**src/rtl/pea_cmd_issuer_pkg.sv**
```systemverilog
// Shared definitions for the PEA command issuer: opcodes, token field layout,
// FSM state encoding and the log2 helper.
package pea_cmd_issuer_pkg;

  function automatic int unsigned log2_ceil(input int unsigned value);
    int unsigned result;
    result = 0;
    for (int i = 0; i < 32; i++) begin
      if ((32'd1 << i) < value) result = i + 1;
    end
    return result;
  endfunction

  localparam int unsigned WordSize   = 16;
  localparam int unsigned BufferSize = 1024;
  localparam int unsigned SpaceW     = log2_ceil(BufferSize) + 1;
  localparam int unsigned MaxDegree  = 10;

  localparam logic [7:0] OpStp = 8'd1;
  localparam logic [7:0] OpEvp = 8'd2;
  localparam logic [7:0] OpEvb = 8'd3;
  localparam logic [7:0] OpRst = 8'd5;

  localparam int unsigned OpcodeLsb = 8;
  localparam int unsigned Arg1Lsb   = 5;
  localparam int unsigned Arg2Lsb   = 0;

  typedef enum logic [2:0] {
    StIdle,
    StCheck,
    StWaitSpace,
    StSendCmd,
    StSendData
  } state_e;

  typedef logic [5:0] need_t;

  function automatic logic [WordSize-1:0] make_token(input logic [7:0] opcode,
                                                     input logic [2:0] arg1,
                                                     input logic [4:0] arg2);
    logic [WordSize-1:0] tok;
    tok = '0;
    tok[OpcodeLsb +: 8] = opcode;
    tok[Arg1Lsb +: 3]   = arg1;
    tok[Arg2Lsb +: 5]   = arg2;
    return tok;
  endfunction

endpackage

```
**src/rtl/pea_cmd_issuer_if.sv**
```systemverilog
// Request, payload and FIFO-side signals of the PEA command issuer.
// master = host/FIFO side, slave = issuer.
interface pea_cmd_issuer_if
  import pea_cmd_issuer_pkg::*;
();
  logic                req_valid;
  logic                req_ready;
  logic [7:0]          req_opcode;
  logic [2:0]          req_arg1;
  logic [4:0]          req_arg2;
  logic                word_valid;
  logic                word_ready;
  logic [WordSize-1:0] word_in;
  logic [SpaceW-1:0]   command_free_space;
  logic [SpaceW-1:0]   data_free_space;
  logic                command_wr_en;
  logic [WordSize-1:0] command_out;
  logic                data_wr_en;
  logic [WordSize-1:0] data_out;

  modport master (
    output req_valid, req_opcode, req_arg1, req_arg2, word_valid, word_in,
           command_free_space, data_free_space,
    input  req_ready, word_ready, command_wr_en, command_out, data_wr_en, data_out
  );

  modport slave (
    input  req_valid, req_opcode, req_arg1, req_arg2, word_valid, word_in,
           command_free_space, data_free_space,
    output req_ready, word_ready, command_wr_en, command_out, data_wr_en, data_out
  );
endinterface

```
**src/rtl/pea_cmd_decode.sv**
```systemverilog
// Combinational request decoder: opcode/arg2 -> legality and number of data tokens.
module pea_cmd_decode
  import pea_cmd_issuer_pkg::*;
(
  input  logic [7:0] opcode,
  input  logic [4:0] arg2,
  output logic       legal,
  output need_t      need
);

  always_comb begin
    legal = 1'b0;
    need  = '0;
    case (opcode)
      OpStp: begin
        legal = (arg2 <= 5'(MaxDegree));
        need  = {1'b0, arg2} + 6'd1;
      end
      OpEvp: begin
        legal = 1'b1;
        need  = 6'd1;
      end
      OpEvb: begin
        legal = (arg2 != 5'd0);
        need  = {1'b0, arg2};
      end
      OpRst: begin
        legal = 1'b1;
        need  = '0;
      end
      default: ;
    endcase
  end

endmodule

```
**src/rtl/pea_cmd_issuer.sv**
```systemverilog
// Host-side PEA transmitter: one command token, then its data tokens, issued only
// once both FIFOs have room for the whole packet.
module pea_cmd_issuer
  import pea_cmd_issuer_pkg::*;
(
  input  logic            clk,
  input  logic            rst,
  pea_cmd_issuer_if.slave bus,
  output logic            busy,
  output logic            req_err
);

  state_e              state_q, state_d;
  logic [7:0]          opcode_q;
  logic [2:0]          arg1_q;
  logic [4:0]          arg2_q;
  need_t               need_q, remaining_q;
  logic                legal;
  need_t               need;
  logic                req_err_q;
  logic                data_wr_en_q;
  logic [WordSize-1:0] data_out_q;
  logic                req_hs, word_hs, space_ok;

  pea_cmd_decode u_decode (
    .opcode (opcode_q),
    .arg2   (arg2_q),
    .legal  (legal),
    .need   (need)
  );

  assign req_hs   = bus.req_valid && bus.req_ready;
  assign word_hs  = bus.word_valid && bus.word_ready;
  assign space_ok = (bus.command_free_space != '0) &&
                    (bus.data_free_space >= SpaceW'(need_q));

  always_ff @(posedge clk or negedge rst) begin
    if (!rst) state_q <= StIdle;
    else      state_q <= state_d;
  end

  always_comb begin
    state_d = state_q;
    unique case (state_q)
      StIdle:      if (req_hs) state_d = StCheck;
      StCheck:     state_d = legal ? StWaitSpace : StIdle;
      StWaitSpace: if (space_ok) state_d = StSendCmd;
      StSendCmd:   state_d = (need_q == '0) ? StIdle : StSendData;
      StSendData:  if (word_hs && (remaining_q == 6'd1)) state_d = StIdle;
      default:     state_d = StIdle;
    endcase
  end

  // req_ready is held low while reset is asserted even though the state is Idle.
  always_comb begin
    bus.req_ready     = 1'b0;
    bus.word_ready    = 1'b0;
    bus.command_wr_en = 1'b0;
    bus.command_out   = '0;
    busy              = (state_q != StIdle);
    unique case (state_q)
      StIdle:     bus.req_ready = rst;
      StSendCmd: begin
        bus.command_wr_en = 1'b1;
        bus.command_out   = make_token(opcode_q, arg1_q, arg2_q);
      end
      StSendData: bus.word_ready = 1'b1;
      default: ;
    endcase
  end

  always_ff @(posedge clk or negedge rst) begin
    if (!rst) begin
      opcode_q     <= '0;
      arg1_q       <= '0;
      arg2_q       <= '0;
      need_q       <= '0;
      remaining_q  <= '0;
      req_err_q    <= 1'b0;
      data_wr_en_q <= 1'b0;
      data_out_q   <= '0;
    end else begin
      req_err_q    <= (state_q == StCheck) && !legal;
      data_wr_en_q <= word_hs;
      if (word_hs) data_out_q <= bus.word_in;
      if (req_hs) begin
        opcode_q <= bus.req_opcode;
        arg1_q   <= bus.req_arg1;
        arg2_q   <= bus.req_arg2;
      end
      if (state_q == StCheck) need_q <= need;
      if (state_q == StSendCmd) remaining_q <= need_q;
      else if (word_hs)         remaining_q <= remaining_q - 6'd1;
    end
  end

  assign bus.data_wr_en = data_wr_en_q;
  assign bus.data_out   = data_out_q;
  assign req_err        = req_err_q;

endmodule

```
**src/flat_wrapper.sv**
```systemverilog
// flat-port wrapper written by rule: the top's interface ports become plain ports
module pea_cmd_issuer_flat import pea_cmd_issuer_pkg::*;
  (clk, rst, busy, req_err, bus_req_valid, bus_req_opcode, bus_req_arg1, bus_req_arg2, bus_word_valid, bus_word_in, bus_command_free_space, bus_data_free_space, bus_req_ready, bus_word_ready, bus_command_wr_en, bus_command_out, bus_data_wr_en, bus_data_out);
  pea_cmd_issuer_if bus_i ();
  input  logic clk;
  input  logic rst;
  output logic busy;
  output logic req_err;
  input wire logic [$bits(bus_i.req_valid)-1:0] bus_req_valid;
  input wire logic [$bits(bus_i.req_opcode)-1:0] bus_req_opcode;
  input wire logic [$bits(bus_i.req_arg1)-1:0] bus_req_arg1;
  input wire logic [$bits(bus_i.req_arg2)-1:0] bus_req_arg2;
  input wire logic [$bits(bus_i.word_valid)-1:0] bus_word_valid;
  input wire logic [$bits(bus_i.word_in)-1:0] bus_word_in;
  input wire logic [$bits(bus_i.command_free_space)-1:0] bus_command_free_space;
  input wire logic [$bits(bus_i.data_free_space)-1:0] bus_data_free_space;
  output wire logic [$bits(bus_i.req_ready)-1:0] bus_req_ready;
  output wire logic [$bits(bus_i.word_ready)-1:0] bus_word_ready;
  output wire logic [$bits(bus_i.command_wr_en)-1:0] bus_command_wr_en;
  output wire logic [$bits(bus_i.command_out)-1:0] bus_command_out;
  output wire logic [$bits(bus_i.data_wr_en)-1:0] bus_data_wr_en;
  output wire logic [$bits(bus_i.data_out)-1:0] bus_data_out;
  assign bus_i.req_valid = bus_req_valid;
  assign bus_i.req_opcode = bus_req_opcode;
  assign bus_i.req_arg1 = bus_req_arg1;
  assign bus_i.req_arg2 = bus_req_arg2;
  assign bus_i.word_valid = bus_word_valid;
  assign bus_i.word_in = bus_word_in;
  assign bus_i.command_free_space = bus_command_free_space;
  assign bus_i.data_free_space = bus_data_free_space;
  assign bus_req_ready = bus_i.req_ready;
  assign bus_word_ready = bus_i.word_ready;
  assign bus_command_wr_en = bus_i.command_wr_en;
  assign bus_command_out = bus_i.command_out;
  assign bus_data_wr_en = bus_i.data_wr_en;
  assign bus_data_out = bus_i.data_out;
  pea_cmd_issuer u_core (.clk(clk), .rst(rst), .bus(bus_i), .busy(busy), .req_err(req_err));
endmodule
```
**config.mk**
```make
export PLATFORM = sky130hd
export DESIGN_NAME = pea_cmd_issuer_flat
export DESIGN_NICKNAME = d
export VERILOG_FILES = /design/src/rtl/pea_cmd_issuer_pkg.sv /design/src/rtl/pea_cmd_issuer_if.sv /design/src/rtl/pea_cmd_decode.sv /design/src/rtl/pea_cmd_issuer.sv /design/src/flat_wrapper.sv
export SDC_FILE = /design/constraint.sdc
export NUM_CORES = 1
export LEC_CHECK = 0
export BUFFER_PORTS_ARGS = -buffer_cell sky130_fd_sc_hd__buf_2
export CAP_MARGIN = 5
export CORE_ASPECT_RATIO = 2
export CORE_MARGIN = 2
export CORE_UTILIZATION = 40
export DETAILED_ROUTE_END_ITERATION = 7
export PLACE_DENSITY = 0.67
export SLEW_MARGIN = 40
export SYNTH_ARGS = -nofsm -noshare
export SYNTH_HDL_FRONTEND = slang
export SYNTH_SLANG_ARGS = --single-unit
```
**constraint.sdc**
```tcl
create_clock -name clk -period 1.76 [get_ports clk]
set_input_delay 0.528 -clock clk [delete_from_list [all_inputs] [get_ports clk]]
set_output_delay 0.528 -clock clk [all_outputs]
set_load 0.005 [all_outputs]
```
After elaboration in Yosys (flattened, before gate mapping)
Index checks and enable logic that the tools add are counted.

word-level totals
  register bits after elaboration = 49
  output and inout bits = 38
  word-level logic and storage cells = 53

operators by class
  add/sub/neg operators = 2
  order comparisons = 2
  equal/unequal tests = 12
  mux-type cells = 14
  reductions and logical operators = 14

operator list
  cell                                                  number
  one-hot mux 6 bit (3 select lines)                    1
  == test 8 x 2 -> 1 bit (second input constant)        2
  2-to-1 mux 16 bit                                     1
  one-hot mux 3 bit (5 select lines)                    1
  2-to-1 mux 3 bit                                      4
  2-to-1 mux 6 bit                                      2
  >= comparator 11 x 6 -> 1 bit                         1
  nonzero test 11 bit                                   1
  == test 8 x 1 -> 1 bit (second input constant)        1
  == test 8 x 3 -> 1 bit (second input constant)        1
  adder 5 x 1 -> 6 bit (second input constant)          1
  == test 3 x 2 -> 1 bit (second input constant)        2
  == test 6 x 1 -> 1 bit (second input constant)        1
  logical NOT 6 bit                                     1
  != test 2 x 1 -> 1 bit (second input constant)        3
  subtractor 6 x 1 -> 6 bit (second input constant)     1
  <= comparator 5 x 4 -> 1 bit (second input constant)  1
  logical AND 1 bit                                     5
  nonzero test 5 bit                                    1
  == test 3 x 1 -> 1 bit (second input constant)        1
  == test 3 bit (second input constant)                 1
  logical NOT 3 bit                                     1
  2-to-1 mux 1 bit                                      3
  one-hot mux 1 bit (3 select lines)                    1
  other kinds (6)                                       6

Logic depth before layout (Yosys ltp)
Gate-level depths: netlist (run 1).

  word-level depth = 6
  depth in mapped cells = 6

Cells and area by module
From an unflattened synthesis (run 1), not the netlist that was laid out.

unflattened totals
  cell total of the unflattened synthesis = 258
  area, all modules = 2,595.0 sq um

by module, submodules not included
  module          instances  cells an instance  area an instance (sq um)  sequential area each (sq um)
  pea_cmd_issuer  1          222                2,316.0                   1,226.2
  pea_cmd_decode  1          36                 279.0                     0.0

Worst setup path before layout (run 1)
OpenSTA, ideal clock, no wires.

  kind = reg2out
  from = register u_core.state_q[2]
  to = output port bus_command_out[10]
  arrival = 1.167 ns
  setup slack = 0.065 ns
  stages on the path, launching flop included = 5
  buffers on the path = 1
  path through = dfrtp_1 > nand3b_2 > inv_2 > buf_2 > and2_1

between the ends
  word-level cells in the longest chain between the ends = 2

ends and longest elaborated chain
  item                      line                  source
  start: declaration        pea_cmd_issuer.sv:13  state_e state_q, state_d;
  start signal: assignment  pea_cmd_issuer.sv:38  if (!rst) state_q <= StIdle;
  start signal: assignment  pea_cmd_issuer.sv:39  else state_q <= state_d;
  == test 3 x 2 -> 1 bit    pea_cmd_issuer.sv:61  unique case (state_q)
  2-to-1 mux 16 bit         pea_cmd_issuer.sv:61
  end: declaration          flat_wrapper.sv:20    output wire logic [$bits(bus_i.command_out)-1:0] bus_command_out;

No other way between the ends.

Worst setup path after layout (run 1)
  from = register u_core.state_q[2]
  to = output port bus_command_out[2]

The elaborated chain is that of the path after synthesis.

==> results.md, run 1 <==
- Worst path required time: 1.23 ns
- Vias per cell: ~5.0
- Most frequent cells in the layout: buf_2 (83), nand2_1 (61), dfrtp_1 (47)
- Syn nets: approximately 320
- Final setup fails: 18
- CP arrival: between 1 and 1.5 ns
- FF-to-FF setup slack: 0.09 ns
- Global route overflow: 0
- Post-Synthesis Cells: between 200 and 250
- DRT Pass-1 Iters: 4
- Most common cell after layout, fill and taps aside: buf_2
- Pleak: about 1.8 nW
- Fin nets: roughly 430
- Iteration-0 DRC count of the detailed router: 84
- Synth Area in Adders: roughly 5.5%
- Post-route worst setup slack: -0.0309 ns
- Avg Inst Size Synth: just over 10 um^2
- CTS tree: done
- Remaining DRCs: 0
- Core Region: around 6100 um^2
- Die area: roughly 7000 um^2
- Main combinational cell family by area after synthesis: simple AND/OR/NAND/NOR gates
- Leading area contributor after synthesis: dfrtp_1
- Min cycle time layout: 1.79 ns
- Register bit total from synthesis: 49
- DIE HEIGHT: between 100 and 150 um
- Buffers on Ports: 95
- Post-CTS Hold Fix Bufs: 0
- Register area: 1230 um^2
- FF-to-FF path depth: 7
- Simple-Gate Fraction of Synth Area: a little under a quarter
- Mux cell area share after synthesis: approximately 9.0%
- Clk Tree Root Cell: clkbuf_16
- Starting density of the core: about two fifths
- YS warnings: 0
- CTS H-tree depth: 2
- Reg2Reg Capture Point: u_core.opcode_q[3]
- CP Launch Type: flop
- Cell Count, Final, Fillers Out: between 400 and 500
- RR Startpoint: u_core.state_q[2]
- Fill cells: about 580
- Post-Route WL: 6370 um
- Antenna Cells: 0
- Total track usage: a little under a fifth
- Crit Path Max Fanout: 8
- CTS sink cnt: roughly 50
- First-pass GRT wire length: just under 10000 um
- Via count: around 2200
- Final Hold Fails: 0
- RSZ-0062 raised after global routing: true
- Netlist Area Pre-Place: around 2500 um^2
- Clock Skews: 0.00444 ns
- Remaining antenna violation count: 0
- DR WL/cell: about 14 um
- Hold WS: between 0.4 and 0.5 ns
- Vias in the first global route: 2050
- Max-cap viol count: 0
- Status: finished, violations left
- Cell count after placement: approximately 430
- Gpl congestion: between 0.8 and 0.9
- Hold crit path type: in -> async
- Fmax: 0.558 GHz
- Fraction of layout cells with a size suffix above 1: 41.7%
- Ranking of synthesized cells by area: dfrtp_1 (49%), nand2_1 (9.1%), ha_1 (5.5%), mux2_4 (5.4%), and2_1 (3.5%)
- Clock slew seen by the registers of the worst setup and hold paths: 0.07 ns
- Die width: 60 um
- Endpoint class of the critical path: output pin
- Largest net degree at the start of global routing: 50
- Cell Pwr Density: roughly 1000 nW/um^2
- Failing checks: setup timing
- Longest Clk Path Bufs: 2
- Multi-input logic area: between 1000 and 1500 um^2
- Area Growth Syn to Fin: 38.8%
- Sequential cell area fraction in the yosys report: between 40% and 50%
- Share of the synthesized area in the top cell type: about half
- Antenna violations before repair: 0
- Slew @ Worst Pin: between 0.6 and 0.7 ns
- Max VDD drop: 596 uV
- Worst skew pair latency: 0.29 ns
- CP Class: reg -> out
- Number of rows in the core area: 40
- Dpl hpwl: about 4500 um
- CP Launch Point: u_core.state_q[2]
- Count of cell types in the netlist: between 40 and 50
- Slew Limit Headroom: between 50 and 60%
- XOR/XNOR share of the synthesized area: 1.40%
- Compound-Gate Fraction of Synth Area: 7.63%
- CTS Buf Count: 5
- Max-slew violations: 0
- Fin crit share: 102%
- IO Count: 96
==> routing by layer <==
metal / routed length, um / share of wire, % / track usage (%)
met1: 2260 / 35 / 20.4
met2: 3750 / 59 / 34.6
met3: 268 / 4.2 / 3.91
met4: 86 / 1.4 / 6.22
met5: 0 / 0 / 0
==> flip-flops by register name, indices dropped and copies added (netlist names) <==
register / cells
u_core.arg1_q: 3
u_core.arg2_q: 5
u_core.bus.data_out: 16
u_core.bus.data_wr_en: 1
u_core.need_q: 6
u_core.opcode_q: 8
u_core.remaining_q: 6
u_core.req_err: 1
u_core.state_q: 3
==> worst max-delay path: stages, from the launching register on <==
cell	delay [ns]
dfrtp_1	0.40
nand3b_4	0.22
inv_6	0.12
and2_4	0.15
buf_6	0.08
==> final cells by class <==
class / instances / area share, %
multi-input cells: 179 / 36.4
flip-flops and latches: 49 / 35.3
repair buffers: 110 / 19.4
clock buffers: 6 / 3.70
well taps: 84 / 3.02
inverters: 13 / 1.55
clock inverters: 2 / 0.431
repair inverters: 1 / 0.252
==> cells by family after synthesis <==
logic type,Yosys count
XOR/XNOR,4
adder cells (fa/ha/maj),11
buffers and inverters,21
AO/OA/AOI/OAI,27
AND/OR/NAND/NOR,120
flip-flops,49
multiplexers,17
==> power by group <==
| group | total, mW | internal (mW) | switching [mW] |
|---|---|---|---|
| sequential | 1.66 | 1.38 | 0.284 |
| combinational | 0.882 | 0.500 | 0.382 |
| clock | 0.932 | 0.527 | 0.405 |
| total | 3.48 | 2.41 | 1.07 |
==> Yosys cell counts, drive strengths merged <==
master / count
nor4: 4
nor3b: 2
o31ai: 4
nand3b: 2
dfrtp: 49
a221o: 1
xnor2: 2
a41oi: 1
o41ai: 1
o22ai: 2
nand3: 7
o2bb2ai: 1
or3b: 1
o211ai: 3
o311ai: 1
or4: 1
a211oi: 2
nor2b: 2
or3: 1
nor2: 10
nand2b: 3
o21ai: 6
clkbuf: 2
inv: 13
ha: 11
nand2: 62
o221ai: 3
nand4b: 1
nor4b: 2
nand4bb: 2
xor2: 2
mux2: 17
and2: 15
nor3: 5
buf: 6
a21oi: 2
==> how the worst max path moves through the flow <==
stage	end	slack (ns)	depth (start not counted)
2_1_floorplan	bus_command_out[10]	0.07	4
3_3_place_gp	u_core.state_q[0]	0.06	6
3_5_place_dp	u_core.state_q[0]	0.03	6
4_1_cts	bus_word_ready	-0.02	3
5_1_grt	bus_command_out[4]	-0.08	4
6_report	bus_command_out[2]	-0.03	4
==> metrics by stage <==
stage	utilization (%)	area (um^2)	total power, mW	worst slack, ns	setup TNS, ns
floorplan	-	2510	2.14	0.0654	0
global placement	51.0	3090	2.45	0.0592	0
detailed placement	51.0	3090	2.48	0.0287	0
CTS	54.8	3320	3.45	-0.0161	-0.130
global route	57.5	3480	3.71	-0.0778	-1.28
finish	57.5	3480	3.48	-0.0309	-0.401
==> repair_timing <==
| action | 4_1_cts | 5_1_grt |
|---|---|---|
| cloned | 1 | 0 |
| endpoints found under the setup margin | 19 | 19 |
| pin swaps | 2 | 9 |
| setup buffers | 5 | 4 |
| gates resized for setup | 11 | 30 |
(Power assumes the default switching activity.)
==> run 2, diff against run 1 <==
CELL_PAD_IN_SITES_DETAIL_PLACEMENT = 1   (was default)
CELL_PAD_IN_SITES_GLOBAL_PLACEMENT = 1   (was default)
CORE_UTILIZATION = 36   (was 40)
PLACE_DENSITY = default   (was 0.67)
PLACE_DENSITY_LB_ADDON = 0.1   (was default)
==> results.md, run 2 (synthesized netlist as in run 1, its figures left out) <==
- Slew @ Worst Pin: 0.637 ns (+0.00591 ns)
- Total track usage: 19.9% (+1.2 points)
- Failing checks: setup timing
- Fin crit share: 103% (+1.4 points)
- CP Launch Point: u_core.state_q[1]
- Worst path required time: 1.23 ns (about the same)
- Endpoint class of the critical path: output pin
- Area Growth Syn to Fin: 38.7%
- Longest Clk Path Bufs: 2 (unchanged)
- Crit Path Max Fanout: 8 (unchanged)
- Dpl hpwl: 5050 um (+11%)
- Hold crit path type: in -> async
- First-pass GRT wire length: 11900 um (+22%)
- Antenna violations before repair: 0 (unchanged)
- Number of rows in the core area: 43 (+7.5%)
- Switching share of power: 30.8% (-0.044 points)
- Clock Power Share: 27.1% (+0.3 points)
- Hold WS: 0.403 ns (-0.00571 ns)
- Die area: 7690 um^2 (+11%)
- Gpl congestion: 0.767 (-5.5%)
- Final Hold Fails: 0 (unchanged)
- Max-cap viol count: 0 (unchanged)
- Clock Skews: 0.00372 ns (-0.000716 ns)
- CP arrival: 1.29 ns (+0.03 ns)
- Via count: 2235 (+0.72%)
- DRT Pass-1 Iters: 4 (unchanged)
- Slew Limit Headroom: 57.5% (-0.39 points)
- Iteration-0 DRC count of the detailed router: 40 (-52%)
- Largest register FFs: 16 (unchanged)
- Max VDD drop: 665 uV (+12%)
- Vias in the first global route: 2372 (+16%)
- DR WL/cell: 16.0 um (+11%)
- Fmax: 0.551 GHz (-1.3%)
- RSZ-0062 raised after global routing: true
- CTS Buf Count: 5 (unchanged)
- Clk Tree Root Cell: clkbuf_16
- Die width: 63.0 um (+5.0%)
- Max-slew violations: 0 (unchanged)
- Reg2Reg Capture Point: u_core.state_q[0]
- RR Startpoint: u_core.need_q[0]
- Post-CTS Hold Fix Bufs: 0 (unchanged)
- Final setup fails: 19 (+1)
- Min cycle time layout: 1.81 ns (+0.0239 ns)
- Comb power frac: 25.3% (about the same)
- NetSw: 1.08 mW (+0.98%)
- Vias per cell: 5.00 (about the same)
- Cell Pwr Density: 1010 nW/um^2 (+1.2%)
- Global route overflow: 0 (unchanged)
- CP Class: reg -> out
- FF-to-FF path depth: 5 (-2)
- Internal: 2.44 mW (+1.2%)
- Remaining antenna violation count: 0 (unchanged)
- Fin nets: 426 (-0.47%)
- Post-route worst setup slack: -0.0549 ns (-0.0239 ns)
- FF-to-FF setup slack: 0.12 ns (+0.03 ns)
- IO Count: 96 (unchanged)
- Remaining DRCs: 0 (unchanged)
- Status: finished, violations left
- Core Region: 6830 um^2 (+13%)
- Largest net degree at the start of global routing: 50 (unchanged)
- Reg power frac: 47.7% (about the same)
- Most frequent cells in the layout: buf_2 (82), nand2_1 (61), dfrtp_1 (46)
- Post-Route WL: 7140 um (+12%)
- Fraction of layout cells with a size suffix above 1: 42.0% (+0.35 points)
- Antenna Cells: 0 (unchanged)
- DIE HEIGHT: 122 um (+5.2%)
- Fill cells: 816 (+42%)
- Most common cell after layout, fill and taps aside: buf_2
- CTS tree: done
- Starting density of the core: 36.7% (-4.7 points)
- Buffers on Ports: 95 (unchanged)
- Pleak: 1.81 nW (-0.38%)
- Clock slew seen by the registers of the worst setup and hold paths: 0.06 ns (about the same)
- Worst Setup EP: bus_command_out[9]
- Pre-CTS setup slack: -0.0506 ns (-0.0793 ns)
- CP Launch Type: flop
- CTS sink cnt: 49 (unchanged)
- Worst skew pair latency: 0.29 ns (about the same)
- CTS H-tree depth: 2 (unchanged)
==> run 2: cell count changes in the layout (fill, tap and decap cells not counted), sizes merged <==
cell and change:
buf -2, clkinvlp -2, clkbuf +1
==> run 2: worst min path at each step <==
stage / cells past startpoint / to / start
2_1_floorplan: 0 / u_core.arg1_q[0] / rst
3_3_place_gp: 2 / u_core.bus.data_out[14] / u_core.bus.data_out[14]
3_5_place_dp: 2 / u_core.bus.data_out[1] / u_core.bus.data_out[1]
4_1_cts: 3 / u_core.bus.data_out[5] / bus_word_in[5]
5_1_grt: 3 / u_core.bus.data_out[12] / bus_word_in[12]
6_report: 2 / u_core.arg2_q[1] / rst
==> run 2: cell type report <==
cell class	instances	area (um^2)	area share, %
inverters	13	53.8	1.55
multi-input cells	179	1270	36.5
repair buffers	108	662	19.0
well taps	90	113	3.24
repair inverters	1	8.76	0.252
clock buffers	7	143	4.10
flip-flops and latches	49	1230	35.4
==> run 2: metrics by stage <==
step	area [um^2]	power [mW]	util, %	instances	setup TNS (ns)
finish	3480	3.52	50.9	447	-0.775
CTS	3370	3.52	49.4	445	-0.737
global route	3480	3.74	50.9	447	-1.83
detailed placement	3090	2.49	45.2	431	-0.0506
global placement	3090	2.44	45.2	431	0
floorplan	2510	2.14	-	249	0
==> run 2: critical path, stage by stage (launching register included) <==
cell	delay [ns]
dfrtp_2	0.45
nand3b_4	0.17
inv_6	0.13
and2_4	0.15
buf_6	0.09
==> run 2: power by group through the flow <==
stage          registers [mW]  clock network, mW  logic, mW
2_1_floorplan            1.59                  0      0.554
3_3_place_gp             1.65                  0      0.781
3_5_place_dp             1.67                  0      0.820
4_1_cts                  1.67              0.980      0.874
5_1_grt                  1.73               1.01       1.00
6_report                 1.68              0.952      0.889
==> run 2: timing repair <==
item,in CTS,in global routing
setup buffers,6,2
gates resized for setup,24,19
pin swaps,3,5
setup endpoints to repair,19,20
cloned,1,0
==> run 2: layer usage <==
metal	wire length, um	track usage (%)	up-vias
met5	0	0	-
met4	110	7.08	0
met3	286	3.88	6
met2	3760	34.2	55
met1	2990	24.8	1111
li1	-	-	1063
